`src/rtl/rr_csr_axil_master_pkg.sv`:
```
// Shared rr definitions for the CSR AXI-Lite master: CSR index width,
// FSM state encoding and the captured command record.
package rr_csr_axil_master_pkg;

    localparam int unsigned RR_CSR_ADDR_WIDTH = 8;

    typedef enum logic [2:0] {
        IDLE,
        WRITE,
        WRESP,
        READ,
        RRESP,
        RSP
    } rr_csr_axil_master_state_e;

    typedef struct packed {
        logic                         write;
        logic [RR_CSR_ADDR_WIDTH-1:0] idx;
        logic [31:0]                  wdata;
        logic [3:0]                   wstrb;
    } rr_csr_cmd_t;

    // States in which a bus transaction is outstanding on AXI-Lite
    function automatic logic is_busy(input rr_csr_axil_master_state_e s);
        return (s == WRITE) || (s == WRESP) || (s == READ) || (s == RRESP);
    endfunction

endpackage

```
`src/rtl/rr_axi_lite_bus.sv`:
```
// AXI-Lite bus bundle (32-bit data) with initiator and target views.
interface rr_axi_lite_bus_t #(
    parameter int unsigned ADDR_WIDTH = 32
) ();
    logic                  awvalid;
    logic                  awready;
    logic [ADDR_WIDTH-1:0] awaddr;
    logic                  wvalid;
    logic                  wready;
    logic [31:0]           wdata;
    logic [3:0]            wstrb;
    logic                  bvalid;
    logic                  bready;
    logic [1:0]            bresp;
    logic                  arvalid;
    logic                  arready;
    logic [ADDR_WIDTH-1:0] araddr;
    logic                  rvalid;
    logic                  rready;
    logic [31:0]           rdata;
    logic [1:0]            rresp;

    modport initiator (
        output awvalid, awaddr, wvalid, wdata, wstrb, bready, arvalid, araddr, rready,
        input  awready, wready, bvalid, bresp, arready, rvalid, rdata, rresp
    );

    modport target (
        input  awvalid, awaddr, wvalid, wdata, wstrb, bready, arvalid, araddr, rready,
        output awready, wready, bvalid, bresp, arready, rvalid, rdata, rresp
    );
endinterface

```
`src/rtl/rr_csr_axil_master.sv`:
```
// Single-outstanding CSR command to AXI-Lite master with registered outputs.
// Optional transaction watchdog: define RR_CSR_AXIL_MASTER_TIMEOUT_EN.
//
// state | meaning
// IDLE  | cmd_ready high, waiting for a command (drains stray B/R after a timeout)
// WRITE | awvalid/wvalid driven, each dropped on its own handshake
// WRESP | bready high, waiting for the write response
// READ  | arvalid driven, waiting for the AR handshake
// RRESP | rready high, waiting for read data
// RSP   | rsp_valid high with stable payload until rsp_ready
module rr_csr_axil_master
    import rr_csr_axil_master_pkg::*;
#(
    parameter int unsigned TIMEOUT_CYCLES = 1024,
    parameter int unsigned ADDR_WIDTH     = 32
) (
    input  logic                         clk,
    input  logic                         rstn,
    input  logic                         cmd_valid,
    output logic                         cmd_ready,
    input  logic                         cmd_write,
    input  logic [RR_CSR_ADDR_WIDTH-1:0] cmd_idx,
    input  logic [31:0]                  cmd_wdata,
    input  logic [3:0]                   cmd_wstrb,
    output logic                         rsp_valid,
    input  logic                         rsp_ready,
    output logic [31:0]                  rsp_rdata,
    output logic [1:0]                   rsp_resp,
    output logic                         rsp_timeout,
    rr_axi_lite_bus_t.initiator          rr_cfg_bus
);

    rr_csr_axil_master_state_e state_q, state_d;
    rr_csr_cmd_t               cmd_q, cmd_d;
    logic                      awvalid_q, awvalid_d;
    logic                      wvalid_q, wvalid_d;
    logic                      arvalid_q, arvalid_d;
    logic                      bready_q, bready_d;
    logic                      rready_q, rready_d;
    logic                      cmd_ready_q, cmd_ready_d;
    logic                      rsp_valid_q, rsp_valid_d;
    logic [31:0]               rsp_rdata_q, rsp_rdata_d;
    logic [1:0]                rsp_resp_q, rsp_resp_d;
    logic                      aw_done, w_done, xfer_done;

`ifdef RR_CSR_AXIL_MASTER_TIMEOUT_EN
    localparam int unsigned CNT_W = $clog2(TIMEOUT_CYCLES + 1);
    logic [CNT_W-1:0] tmo_cnt_q, tmo_cnt_d;
    logic             drain_q, drain_d;
    logic             rsp_timeout_q, rsp_timeout_d;
    logic             busy;
`endif

    always_comb begin
        state_d     = state_q;
        cmd_d       = cmd_q;
        awvalid_d   = awvalid_q;
        wvalid_d    = wvalid_q;
        arvalid_d   = arvalid_q;
        bready_d    = bready_q;
        rready_d    = rready_q;
        rsp_rdata_d = rsp_rdata_q;
        rsp_resp_d  = rsp_resp_q;
        aw_done     = !awvalid_q || rr_cfg_bus.awready;
        w_done      = !wvalid_q || rr_cfg_bus.wready;
        xfer_done   = ((state_q == WRESP) && bready_q && rr_cfg_bus.bvalid) ||
                      ((state_q == RRESP) && rready_q && rr_cfg_bus.rvalid);

        case (state_q)
            IDLE: begin
                if (cmd_valid && cmd_ready_q) begin
                    cmd_d.write = cmd_write;
                    cmd_d.idx   = cmd_idx;
                    cmd_d.wdata = cmd_wdata;
                    cmd_d.wstrb = cmd_wstrb;
                    bready_d    = 1'b0;
                    rready_d    = 1'b0;
                    if (cmd_write) begin
                        state_d   = WRITE;
                        awvalid_d = 1'b1;
                        wvalid_d  = 1'b1;
                    end else begin
                        state_d   = READ;
                        arvalid_d = 1'b1;
                    end
                end
            end
            WRITE: begin
                if (rr_cfg_bus.awready) awvalid_d = 1'b0;
                if (rr_cfg_bus.wready)  wvalid_d  = 1'b0;
                if (aw_done && w_done) begin
                    state_d  = WRESP;
                    bready_d = 1'b1;
                end
            end
            WRESP: begin
                if (xfer_done) begin
                    state_d  = RSP;
                    bready_d = 1'b0;
                end
            end
            READ: begin
                if (rr_cfg_bus.arready) begin
                    state_d   = RRESP;
                    arvalid_d = 1'b0;
                    rready_d  = 1'b1;
                end
            end
            RRESP: begin
                if (xfer_done) begin
                    state_d  = RSP;
                    rready_d = 1'b0;
                end
            end
            RSP: begin
                if (rsp_ready) state_d = IDLE;
            end
            default: state_d = IDLE;
        endcase

        if (xfer_done) begin
            rsp_rdata_d = cmd_q.write ? 32'h0 : rr_cfg_bus.rdata;
            rsp_resp_d  = cmd_q.write ? rr_cfg_bus.bresp : rr_cfg_bus.rresp;
        end

`ifdef RR_CSR_AXIL_MASTER_TIMEOUT_EN
        tmo_cnt_d     = tmo_cnt_q;
        drain_d       = drain_q;
        rsp_timeout_d = rsp_timeout_q;
        busy          = is_busy(state_q);
        if (xfer_done) rsp_timeout_d = 1'b0;
        if (busy && (tmo_cnt_q < CNT_W'(TIMEOUT_CYCLES))) tmo_cnt_d = tmo_cnt_q + 1'b1;
        // A handshake that advances the FSM in the expiry cycle wins over the abort
        if (busy && (state_d == state_q) && (tmo_cnt_q >= CNT_W'(TIMEOUT_CYCLES - 1))) begin
            state_d       = RSP;
            awvalid_d     = 1'b0;
            wvalid_d      = 1'b0;
            arvalid_d     = 1'b0;
            bready_d      = 1'b0;
            rready_d      = 1'b0;
            rsp_rdata_d   = 32'h0;
            rsp_resp_d    = 2'b10;
            rsp_timeout_d = 1'b1;
            drain_d       = 1'b1;
        end
        if (state_d == IDLE) tmo_cnt_d = '0;
        if ((state_q == IDLE) && (state_d != IDLE)) drain_d = 1'b0;
        if ((state_d == IDLE) && drain_d) begin
            bready_d = 1'b1;
            rready_d = 1'b1;
        end
`endif

        cmd_ready_d = (state_d == IDLE);
        rsp_valid_d = (state_d == RSP);
    end

    always_ff @(posedge clk) begin
        if (!rstn) begin
            state_q       <= IDLE;
            cmd_q         <= '0;
            awvalid_q     <= 1'b0;
            wvalid_q      <= 1'b0;
            arvalid_q     <= 1'b0;
            bready_q      <= 1'b0;
            rready_q      <= 1'b0;
            cmd_ready_q   <= 1'b0;
            rsp_valid_q   <= 1'b0;
            rsp_rdata_q   <= 32'h0;
            rsp_resp_q    <= 2'b00;
`ifdef RR_CSR_AXIL_MASTER_TIMEOUT_EN
            tmo_cnt_q     <= '0;
            drain_q       <= 1'b0;
            rsp_timeout_q <= 1'b0;
`endif
        end else begin
            state_q       <= state_d;
            cmd_q         <= cmd_d;
            awvalid_q     <= awvalid_d;
            wvalid_q      <= wvalid_d;
            arvalid_q     <= arvalid_d;
            bready_q      <= bready_d;
            rready_q      <= rready_d;
            cmd_ready_q   <= cmd_ready_d;
            rsp_valid_q   <= rsp_valid_d;
            rsp_rdata_q   <= rsp_rdata_d;
            rsp_resp_q    <= rsp_resp_d;
`ifdef RR_CSR_AXIL_MASTER_TIMEOUT_EN
            tmo_cnt_q     <= tmo_cnt_d;
            drain_q       <= drain_d;
            rsp_timeout_q <= rsp_timeout_d;
`endif
        end
    end

    assign cmd_ready  = cmd_ready_q;
    assign rsp_valid  = rsp_valid_q;
    assign rsp_rdata  = rsp_rdata_q;
    assign rsp_resp   = rsp_resp_q;
`ifdef RR_CSR_AXIL_MASTER_TIMEOUT_EN
    assign rsp_timeout = rsp_timeout_q;
`else
    assign rsp_timeout = 1'b0;
`endif

    assign rr_cfg_bus.awvalid = awvalid_q;
    assign rr_cfg_bus.awaddr  = ADDR_WIDTH'({cmd_q.idx, 2'b00});
    assign rr_cfg_bus.wvalid  = wvalid_q;
    assign rr_cfg_bus.wdata   = cmd_q.wdata;
    assign rr_cfg_bus.wstrb   = cmd_q.wstrb;
    assign rr_cfg_bus.bready  = bready_q;
    assign rr_cfg_bus.arvalid = arvalid_q;
    assign rr_cfg_bus.araddr  = ADDR_WIDTH'({cmd_q.idx, 2'b00});
    assign rr_cfg_bus.rready  = rready_q;

endmodule

```
`src/flat_wrapper.sv`:
```
// flat-port wrapper written by rule: the top's interface ports become plain ports
module rr_csr_axil_master_flat import rr_csr_axil_master_pkg::*;
#(
    parameter int unsigned TIMEOUT_CYCLES = 1024,
    parameter int unsigned ADDR_WIDTH     = 32
)
  (clk, rstn, cmd_valid, cmd_ready, cmd_write, cmd_idx, cmd_wdata, cmd_wstrb, rsp_valid, rsp_ready, rsp_rdata, rsp_resp, rsp_timeout, rr_cfg_bus_awvalid, rr_cfg_bus_awaddr, rr_cfg_bus_wvalid, rr_cfg_bus_wdata, rr_cfg_bus_wstrb, rr_cfg_bus_bready, rr_cfg_bus_arvalid, rr_cfg_bus_araddr, rr_cfg_bus_rready, rr_cfg_bus_awready, rr_cfg_bus_wready, rr_cfg_bus_bvalid, rr_cfg_bus_bresp, rr_cfg_bus_arready, rr_cfg_bus_rvalid, rr_cfg_bus_rdata, rr_cfg_bus_rresp);
  rr_axi_lite_bus_t #(.ADDR_WIDTH(ADDR_WIDTH)) rr_cfg_bus_i ();
  input  logic clk;
  input  logic rstn;
  input  logic cmd_valid;
  output logic cmd_ready;
  input  logic cmd_write;
  input  logic [RR_CSR_ADDR_WIDTH-1:0] cmd_idx;
  input  logic [31:0] cmd_wdata;
  input  logic [3:0] cmd_wstrb;
  output logic rsp_valid;
  input  logic rsp_ready;
  output logic [31:0] rsp_rdata;
  output logic [1:0] rsp_resp;
  output logic rsp_timeout;
  output wire logic [$bits(rr_cfg_bus_i.awvalid)-1:0] rr_cfg_bus_awvalid;
  output wire logic [$bits(rr_cfg_bus_i.awaddr)-1:0] rr_cfg_bus_awaddr;
  output wire logic [$bits(rr_cfg_bus_i.wvalid)-1:0] rr_cfg_bus_wvalid;
  output wire logic [$bits(rr_cfg_bus_i.wdata)-1:0] rr_cfg_bus_wdata;
  output wire logic [$bits(rr_cfg_bus_i.wstrb)-1:0] rr_cfg_bus_wstrb;
  output wire logic [$bits(rr_cfg_bus_i.bready)-1:0] rr_cfg_bus_bready;
  output wire logic [$bits(rr_cfg_bus_i.arvalid)-1:0] rr_cfg_bus_arvalid;
  output wire logic [$bits(rr_cfg_bus_i.araddr)-1:0] rr_cfg_bus_araddr;
  output wire logic [$bits(rr_cfg_bus_i.rready)-1:0] rr_cfg_bus_rready;
  input wire logic [$bits(rr_cfg_bus_i.awready)-1:0] rr_cfg_bus_awready;
  input wire logic [$bits(rr_cfg_bus_i.wready)-1:0] rr_cfg_bus_wready;
  input wire logic [$bits(rr_cfg_bus_i.bvalid)-1:0] rr_cfg_bus_bvalid;
  input wire logic [$bits(rr_cfg_bus_i.bresp)-1:0] rr_cfg_bus_bresp;
  input wire logic [$bits(rr_cfg_bus_i.arready)-1:0] rr_cfg_bus_arready;
  input wire logic [$bits(rr_cfg_bus_i.rvalid)-1:0] rr_cfg_bus_rvalid;
  input wire logic [$bits(rr_cfg_bus_i.rdata)-1:0] rr_cfg_bus_rdata;
  input wire logic [$bits(rr_cfg_bus_i.rresp)-1:0] rr_cfg_bus_rresp;
  assign rr_cfg_bus_awvalid = rr_cfg_bus_i.awvalid;
  assign rr_cfg_bus_awaddr = rr_cfg_bus_i.awaddr;
  assign rr_cfg_bus_wvalid = rr_cfg_bus_i.wvalid;
  assign rr_cfg_bus_wdata = rr_cfg_bus_i.wdata;
  assign rr_cfg_bus_wstrb = rr_cfg_bus_i.wstrb;
  assign rr_cfg_bus_bready = rr_cfg_bus_i.bready;
  assign rr_cfg_bus_arvalid = rr_cfg_bus_i.arvalid;
  assign rr_cfg_bus_araddr = rr_cfg_bus_i.araddr;
  assign rr_cfg_bus_rready = rr_cfg_bus_i.rready;
  assign rr_cfg_bus_i.awready = rr_cfg_bus_awready;
  assign rr_cfg_bus_i.wready = rr_cfg_bus_wready;
  assign rr_cfg_bus_i.bvalid = rr_cfg_bus_bvalid;
  assign rr_cfg_bus_i.bresp = rr_cfg_bus_bresp;
  assign rr_cfg_bus_i.arready = rr_cfg_bus_arready;
  assign rr_cfg_bus_i.rvalid = rr_cfg_bus_rvalid;
  assign rr_cfg_bus_i.rdata = rr_cfg_bus_rdata;
  assign rr_cfg_bus_i.rresp = rr_cfg_bus_rresp;
  rr_csr_axil_master #(.TIMEOUT_CYCLES(TIMEOUT_CYCLES), .ADDR_WIDTH(ADDR_WIDTH)) u_core (.clk(clk), .rstn(rstn), .cmd_valid(cmd_valid), .cmd_ready(cmd_ready), .cmd_write(cmd_write), .cmd_idx(cmd_idx), .cmd_wdata(cmd_wdata), .cmd_wstrb(cmd_wstrb), .rsp_valid(rsp_valid), .rsp_ready(rsp_ready), .rsp_rdata(rsp_rdata), .rsp_resp(rsp_resp), .rsp_timeout(rsp_timeout), .rr_cfg_bus(rr_cfg_bus_i));
endmodule
```
`config.mk`:
```
export PLATFORM = sky130hd
export DESIGN_NAME = rr_csr_axil_master_flat
export DESIGN_NICKNAME = d
export VERILOG_FILES = /design/src/rtl/rr_csr_axil_master_pkg.sv /design/src/rtl/rr_axi_lite_bus.sv /design/src/rtl/rr_csr_axil_master.sv /design/src/flat_wrapper.sv
export SDC_FILE = /design/constraint.sdc
export NUM_CORES = 1
export LEC_CHECK = 0
export BUFFER_PORTS_ARGS = -buffer_cell sky130_fd_sc_hd__buf_2
export CELL_PAD_IN_SITES_DETAIL_PLACEMENT = 1
export CELL_PAD_IN_SITES_GLOBAL_PLACEMENT = 1
export CORE_UTILIZATION = 28
export DETAILED_ROUTE_END_ITERATION = 8
export MAX_ROUTING_LAYER = met4
export PLACE_DENSITY_LB_ADDON = 0.1
export RECOVER_POWER = 50
export SYNTH_ARGS = -nofsm -noshare
export SYNTH_HDL_FRONTEND = slang
export SYNTH_SLANG_ARGS = --single-unit
```
`constraint.sdc`:
```
create_clock -name clk -period 1.4 [get_ports clk]
set_input_delay 0.21 -clock clk [delete_from_list [all_inputs] [get_ports clk]]
set_output_delay 0.21 -clock clk [all_outputs]
set_load 0.02 [all_outputs]
```
; ---- Yosys cells after proc, flatten, opt, wreduce, memory -nomap -nowiden
; Index checks and enable logic that the tools add are counted.
[op_classes]
eq_ne = 15
n_mux = 25
reduce_logical = 24
[ops]
columns = cell, count
row1 = $mux W32, 1
row2 = $reduce_and A4 Y1, 5
row3 = $mux W3, 5
row4 = $pmux W3 S5, 1
row5 = $mux W1, 11
row6 = $ne A2 B2 Y1 const B, 5
row7 = $eq A3 B3 Y1 const B, 3
row8 = $ne A2 B1 Y1 const B, 4
row9 = $eq A3 B2 Y1 const B, 2
row10 = $logic_and A1 B1 Y1, 6
row11 = $logic_not A3 Y1, 2
row12 = $pmux W1 S2, 3
row13 = $pmux W1 S3, 2
row14 = $reduce_bool A3 Y1, 2
row15 = $mux W2, 2
row16 = $reduce_bool A2 Y1, 2
row17 = $eq A3 B1 Y1 const B, 1
row18 = $logic_or A1 B1 Y1, 3
row19 = $logic_not A1 Y1, 2
row20 = $reduce_and A2 Y1, 1
row21 = $reduce_or A2 Y1, 1
[word_totals]
wordCells = 78
input_bits = 90
out_inout_bits = 142
reg_bits = 89

; ---- Longest topological paths before layout
[depth]
word_depth = 7
ltp_mapped = 7
ltp_nobuf = 4

; ---- Least setup slack after synthesis
; Ideal clock, no wire load.
[synth_path]
path_type = flip-flop to flip-flop
startpoint = reg u_core.cmd_ready_q (netlist: u_core.cmd_ready)
endpoint = reg u_core.cmd_q (netlist bit u_core.rr_cfg_bus.wdata[19])
path_slack_ps = -107
setup_time_ps = 132
path_buffers = 2
required_time_ps = 1268
t_arrival_ps = 1375
stages_incl_launch_ff = 7
period_less_slack_ps = 1507
cell_sequence = dfxtp_1 -> nand2_1 -> or4_1 -> buf_2 -> buf_2 -> nand2_1 -> a21oi_1
[synth_between]
elab_chain_len = 2
[synth_rtl]
columns = element, line_no
row1 = from (decl), rr_csr_axil_master.sv:40  ; logic cmd_ready_q, cmd_ready_d;
row2 = from (signal assigned), rr_csr_axil_master.sv:184  ; cmd_ready_q <= cmd_ready_d;
row3 = $logic_and A1 B1 Y1, rr_csr_axil_master.sv:71  ; if (cmd_valid && cmd_ready_q) begin
row4 = $reduce_and A2 Y1 (no line), n/a
row5 = to (signal assigned), rr_csr_axil_master.sv:178  ; cmd_q <= cmd_d;
row6 = to (decl), rr_csr_axil_master.sv:34  ; rr_csr_cmd_t cmd_q, cmd_d;
; Every way passes these cells.
; A chain may end at the register's enable or synchronous reset.

; ---- Worst setup path after layout
[layout_path]
startpoint = reg u_core.state_q[2]
endpoint = reg u_core.rsp_resp_q[1] (netlist: u_core.rsp_resp[1])
[layout_between]
elab_chain_len = 4
elab_cells_between_ends = 7
classes_between = eq/ne: 2 / reduce/logical: 5
[layout_rtl]
columns = element, line_no
row1 = from (decl), rr_csr_axil_master.sv:33  ; rr_csr_axil_master_state_e state_q, state_d;
row2 = from (signal assigned), rr_csr_axil_master.sv:177  ; state_q <= state_d;
row3 = $eq A3 B2 Y1 / $eq A3 B3 Y1 (equally long branches), "rr_csr_axil_master.sv:66, rr_csr_axil_master.sv:67"
row4 = "$logic_and A1 B1 Y1, on equally long branches (2 in a row)", "rr_csr_axil_master.sv:66, rr_csr_axil_master.sv:67"
row5 = $logic_or A1 B1 Y1 (*), rr_csr_axil_master.sv:66  ; xfer_done = ((state_q == WRESP) && bready_q && rr_cfg_bus.bvalid) ||
row6 = to (signal assigned), rr_csr_axil_master.sv:187  ; rsp_resp_q <= rsp_resp_d;
row7 = to (decl), rr_csr_axil_master.sv:43  ; logic [1:0] rsp_resp_q, rsp_resp_d;
; Every way passes the cells marked *; elsewhere a longest branch is shown, timed or not.

==> impl_metrics.json <==
{
  "synth_top_area_cell": "dfxtp_1",
  "cp_slowest_cell": "dfxtp_4",
  "syn2layout_area_growth_pct": 39.2,
  "clock_sinks": 89,
  "min-delay-start": "cmd_wdata[27]",
  "clkSlewWorstSetupHoldPaths_ps": 60,
  "cts_buffer_depth": 2,
  "finalCritPeriodShare_pct": 104,
  "start_util_pct": 28.7,
  "violations": "negative setup slack",
  "hpwl_mm": 8.98,
  "cts_max_level": 3,
  "drtIter0Drc": 144,
  "antenna_found_initial": 0,
  "p_per_area_mw_per_mm2": 1130,
  "hp-class": "in2reg",
  "rsz0062_at_grt": "true",
  "status": "finished, violations left",
  "cp_cell_sequence": "nand2b_4 > or3_4 > buf_12 > a221oi_4 > nor3_2",
  "reg2reg_to": "u_core.rsp_resp[1]$_SDFFE_PN0P_",
  "crit_path_end_kind": "flip-flop",
  "finalHoldViolCount": 0,
  "wirelength_mm": 13.7,
  "netlist_area_mm2": 0.00436,
  "antennaDiodeCount": 0,
  "hold_ws_ps": 96.3,
  "ir_drop_uv": 698,
  "crit_fanout": 8,
  "grt_pass1_vias": 4053,
  "min_period_ps": 1450,
  "layout_setup_ws_ps": -51.4,
  "setup_violations": 74,
  "clkLatencyLatePin_ps": 340,
  "dieArea_mm2": 0.0161,
  "drive_gt1_share_pct": 38.7,
  "synth.top_cell.area_share_pct": 40.8,
  "reg2reg_from": "u_core.state_q[2]$_SDFF_PN0_",
  "first_pass_iters": 4,
  "yosysWarnings": 0,
  "grt_pass1_wl_mm": 21.0,
  "ys_seq_area_share_pct": 40.8,
  "critical_path.max_stage_delay_ps": 410,
  "drv_slew": 0,
  "crit_type": "reg2reg",
  "skew_ps": 6.89,
  "cts_hold_buf": 0,
  "r2r_setup_slack_ps": -50,
  "overflow": 0,
  "avgSynthCellArea_um2": 7.93,
  "grtUsageTotal_pct": 17.2,
  "final_core_util_pct": 39.9,
  "vias": 4031,
  "max_cap_violations": 0,
  "ys_top_cells_by_area": "dfxtp_1 (41%), buf_4 (18%), a21oi_1 (9.5%)",
  "ff2ff_path_depth": 5,
  "crit_family": "simple AND/OR/NAND/NOR gates",
  "grt_max_degree": 45,
  "cp.required_ps": 1630,
  "synth_cells": 550,
  "cts-root-buf": "clkbuf_16",
  "die_x_um": 127,
  "fin_nets": 792,
  "cts_buffers": 9,
  "avgViaCountPerCell": 4.51,
  "p_leak_nw": 2.51,
  "remaining_drc_errors": 0,
  "port_buffers": 182,
  "core_mm2": 0.0152,
  "ys_ff_latch": 89,
  "whs_path_depth": 3,
  "hold_end": "u_core.rr_cfg_bus.wdata[27]$_SDFFE_PN0P_",
  "die_h_um": 127,
  "cts_tree": "yes",
  "wire_per_inst_um": 15.4,
  "crit_arrival_ps": 1680,
  "rows": 45,
  "startpoint_type": "flip-flop",
  "place_congestion": 0.790,
  "ys_types": 37,
  "crit_buf_inv": 1,
  "fmax_mhz": 689,
  "ios": 232,
  "ant_nets": 0
}
==> report_power, final <==
group	total, mW	leakage [nW]	switching, mW	internal (mW)
Clock	2.61	0.159	1.00	1.60
Combinational	1.46	1.62	0.867	0.598
Sequential	2.76	0.724	0.0897	2.67
==> cell usage after synthesis <==
library cell / count
a21o_1: 1
o21ai_0: 34
a21oi_1: 83
or2_1: 1
a211oi_1: 1
nand2b_4: 1
o31a_1: 1
dfxtp_1: 89
nand3b_1: 1
a221oi_2: 2
nand2b_1: 3
nor2_2: 1
buf_6: 3
buf_4: 106
nor2b_1: 34
nand2_1: 100
a31oi_1: 1
a221oi_1: 1
inv_1: 2
nand4b_1: 1
and3_1: 1
and4_1: 2
or3_1: 1
nand3_1: 34
a21boi_1: 1
nor2_1: 3
o211ai_1: 1
buf_2: 14
clkbuf_1: 16
conb_1: 1
and3b_1: 1
nor3_1: 4
nor4_2: 1
nor3b_1: 1
nor3_4: 1
or4_1: 1
o22ai_1: 1
==> how the worst max path moves through the flow <==
stage                                  from                                  endpoint  depth (start not counted)
2_1_floorplan  u_core.state_q[1]$_SDFF_PN0_           u_core.rsp_resp[1]$_SDFFE_PN0P_                          6
3_3_place_gp   u_core.state_q[1]$_SDFF_PN0_               u_core.cmd_ready$_SDFF_PN0_                          6
3_5_place_dp   u_core.state_q[2]$_SDFF_PN0_         u_core.rsp_rdata[18]$_SDFFE_PN0P_                          5
4_1_cts         u_core.cmd_ready$_SDFF_PN0_  u_core.rr_cfg_bus.wdata[28]$_SDFFE_PN0P_                          5
5_1_grt         u_core.cmd_ready$_SDFF_PN0_  u_core.rr_cfg_bus.wdata[28]$_SDFFE_PN0P_                          6
6_report       u_core.state_q[2]$_SDFF_PN0_           u_core.rsp_resp[1]$_SDFFE_PN0P_                          5
==> state kept, by name, indices dropped and copies added, names as in the netlist <==
| register | count |
|---|---|
| u_core.rr_cfg_bus.arvalid | 1 |
| u_core.rsp_resp | 2 |
| u_core.rr_cfg_bus.awvalid | 1 |
| u_core.rr_cfg_bus.wstrb | 4 |
| u_core.rr_cfg_bus.rready | 1 |
| u_core.rr_cfg_bus.araddr | 8 |
| u_core.cmd_ready | 1 |
| u_core.rr_cfg_bus.wdata | 32 |
| u_core.state_q | 3 |
| u_core.rsp_valid | 1 |
| u_core.rr_cfg_bus.wvalid | 1 |
| u_core.rr_cfg_bus.bready | 1 |
| u_core.rsp_rdata | 32 |
| u_core.cmd_q | 1 |
==> metal layers <==
layer	share of wire (%)	vias up	GRT usage, %
met5	0	-	-
met1	44	1902	19.4
li1	-	1976	-
met3	6.1	11	5.61
met2	49	142	29.3
met4	1.0	0	4.62
==> final cells by class <==
cell class | count | area [um2]
clock buffer | 10 | 239
clock inverter | 5 | 78.8
fill | 1823 | 9130
inverter | 2 | 7.51
multi-input combinational | 368 | 2140
sequential | 89 | 1800
tap | 188 | 235
timing repair buffer | 232 | 1570
==> stage by stage <==
| step | setup TNS (ps) | power, mW | instance area, um2 | std cells | worst slack [ps] |
|---|---|---|---|---|---|
| 2_1_floorplan | -2050 | 3.84 | 4670 | 598 | -71.9 |
| 3_3_place_gp | -6090 | 4.05 | 5240 | 863 | -240 |
| 4_1_cts | -2940 | 6.85 | 5860 | 889 | -61.2 |
| 5_1_grt | -6490 | 7.19 | 6070 | 894 | -111 |
| 6_report | -2190 | 6.83 | 6070 | 894 | -51.4 |
| 3_5_place_dp | -9480 | 4.07 | 5240 | 863 | -258 |
==> worst reg2reg max path, cell delays in order (launching register included) <==
cell and delay (ps):
dfxtp_4 410, nand2b_4 70, or3_4 410, buf_12 170, a221oi_4 230, nor3_2 70
==> placed cells by master (no fill, tap or decap), types with 11 or more instances in the layout <==
cell / Yosys / layout
a21oi_1: 83 / 72
nand2_1: 100 / 91
clkbuf_1: 16 / 48
o21ai_1: 0 / 22
dfxtp_1: 89 / 84
nor2b_1: 34 / 34
a21oi_2: 0 / 11
buf_4: 106 / 19
o21ai_0: 34 / 12
conb_1: 1 / 49
clkbuf_16: 0 / 12
buf_12: 0 / 16
nand3_2: 0 / 29
buf_2: 14 / 134
==> cells by family (layout without fill, tap and decap cells) <==
kind of cell           count (synthesis)  count (layout)  share of synthesized area [%]
AO/OA/AOI/OAI                        127             127                           15.5
buffers and inverters                141             249                           22.2
flip-flops                            89              89                           40.8
other                                  1              49                         0.0860
AND/OR/NAND/NOR                      192             192                           21.4
==> what timing repair did <==
item | 4_1_cts | 5_1_grt
setup endpoints to repair | 86 | 87
gates cloned | 3 | 3
buffers inserted | 9 | 2
pin swaps | 8 | 26
resized for setup | 56 | 41
hold endpoints to repair | 0 | 0
(Power assumes the default switching activity.)
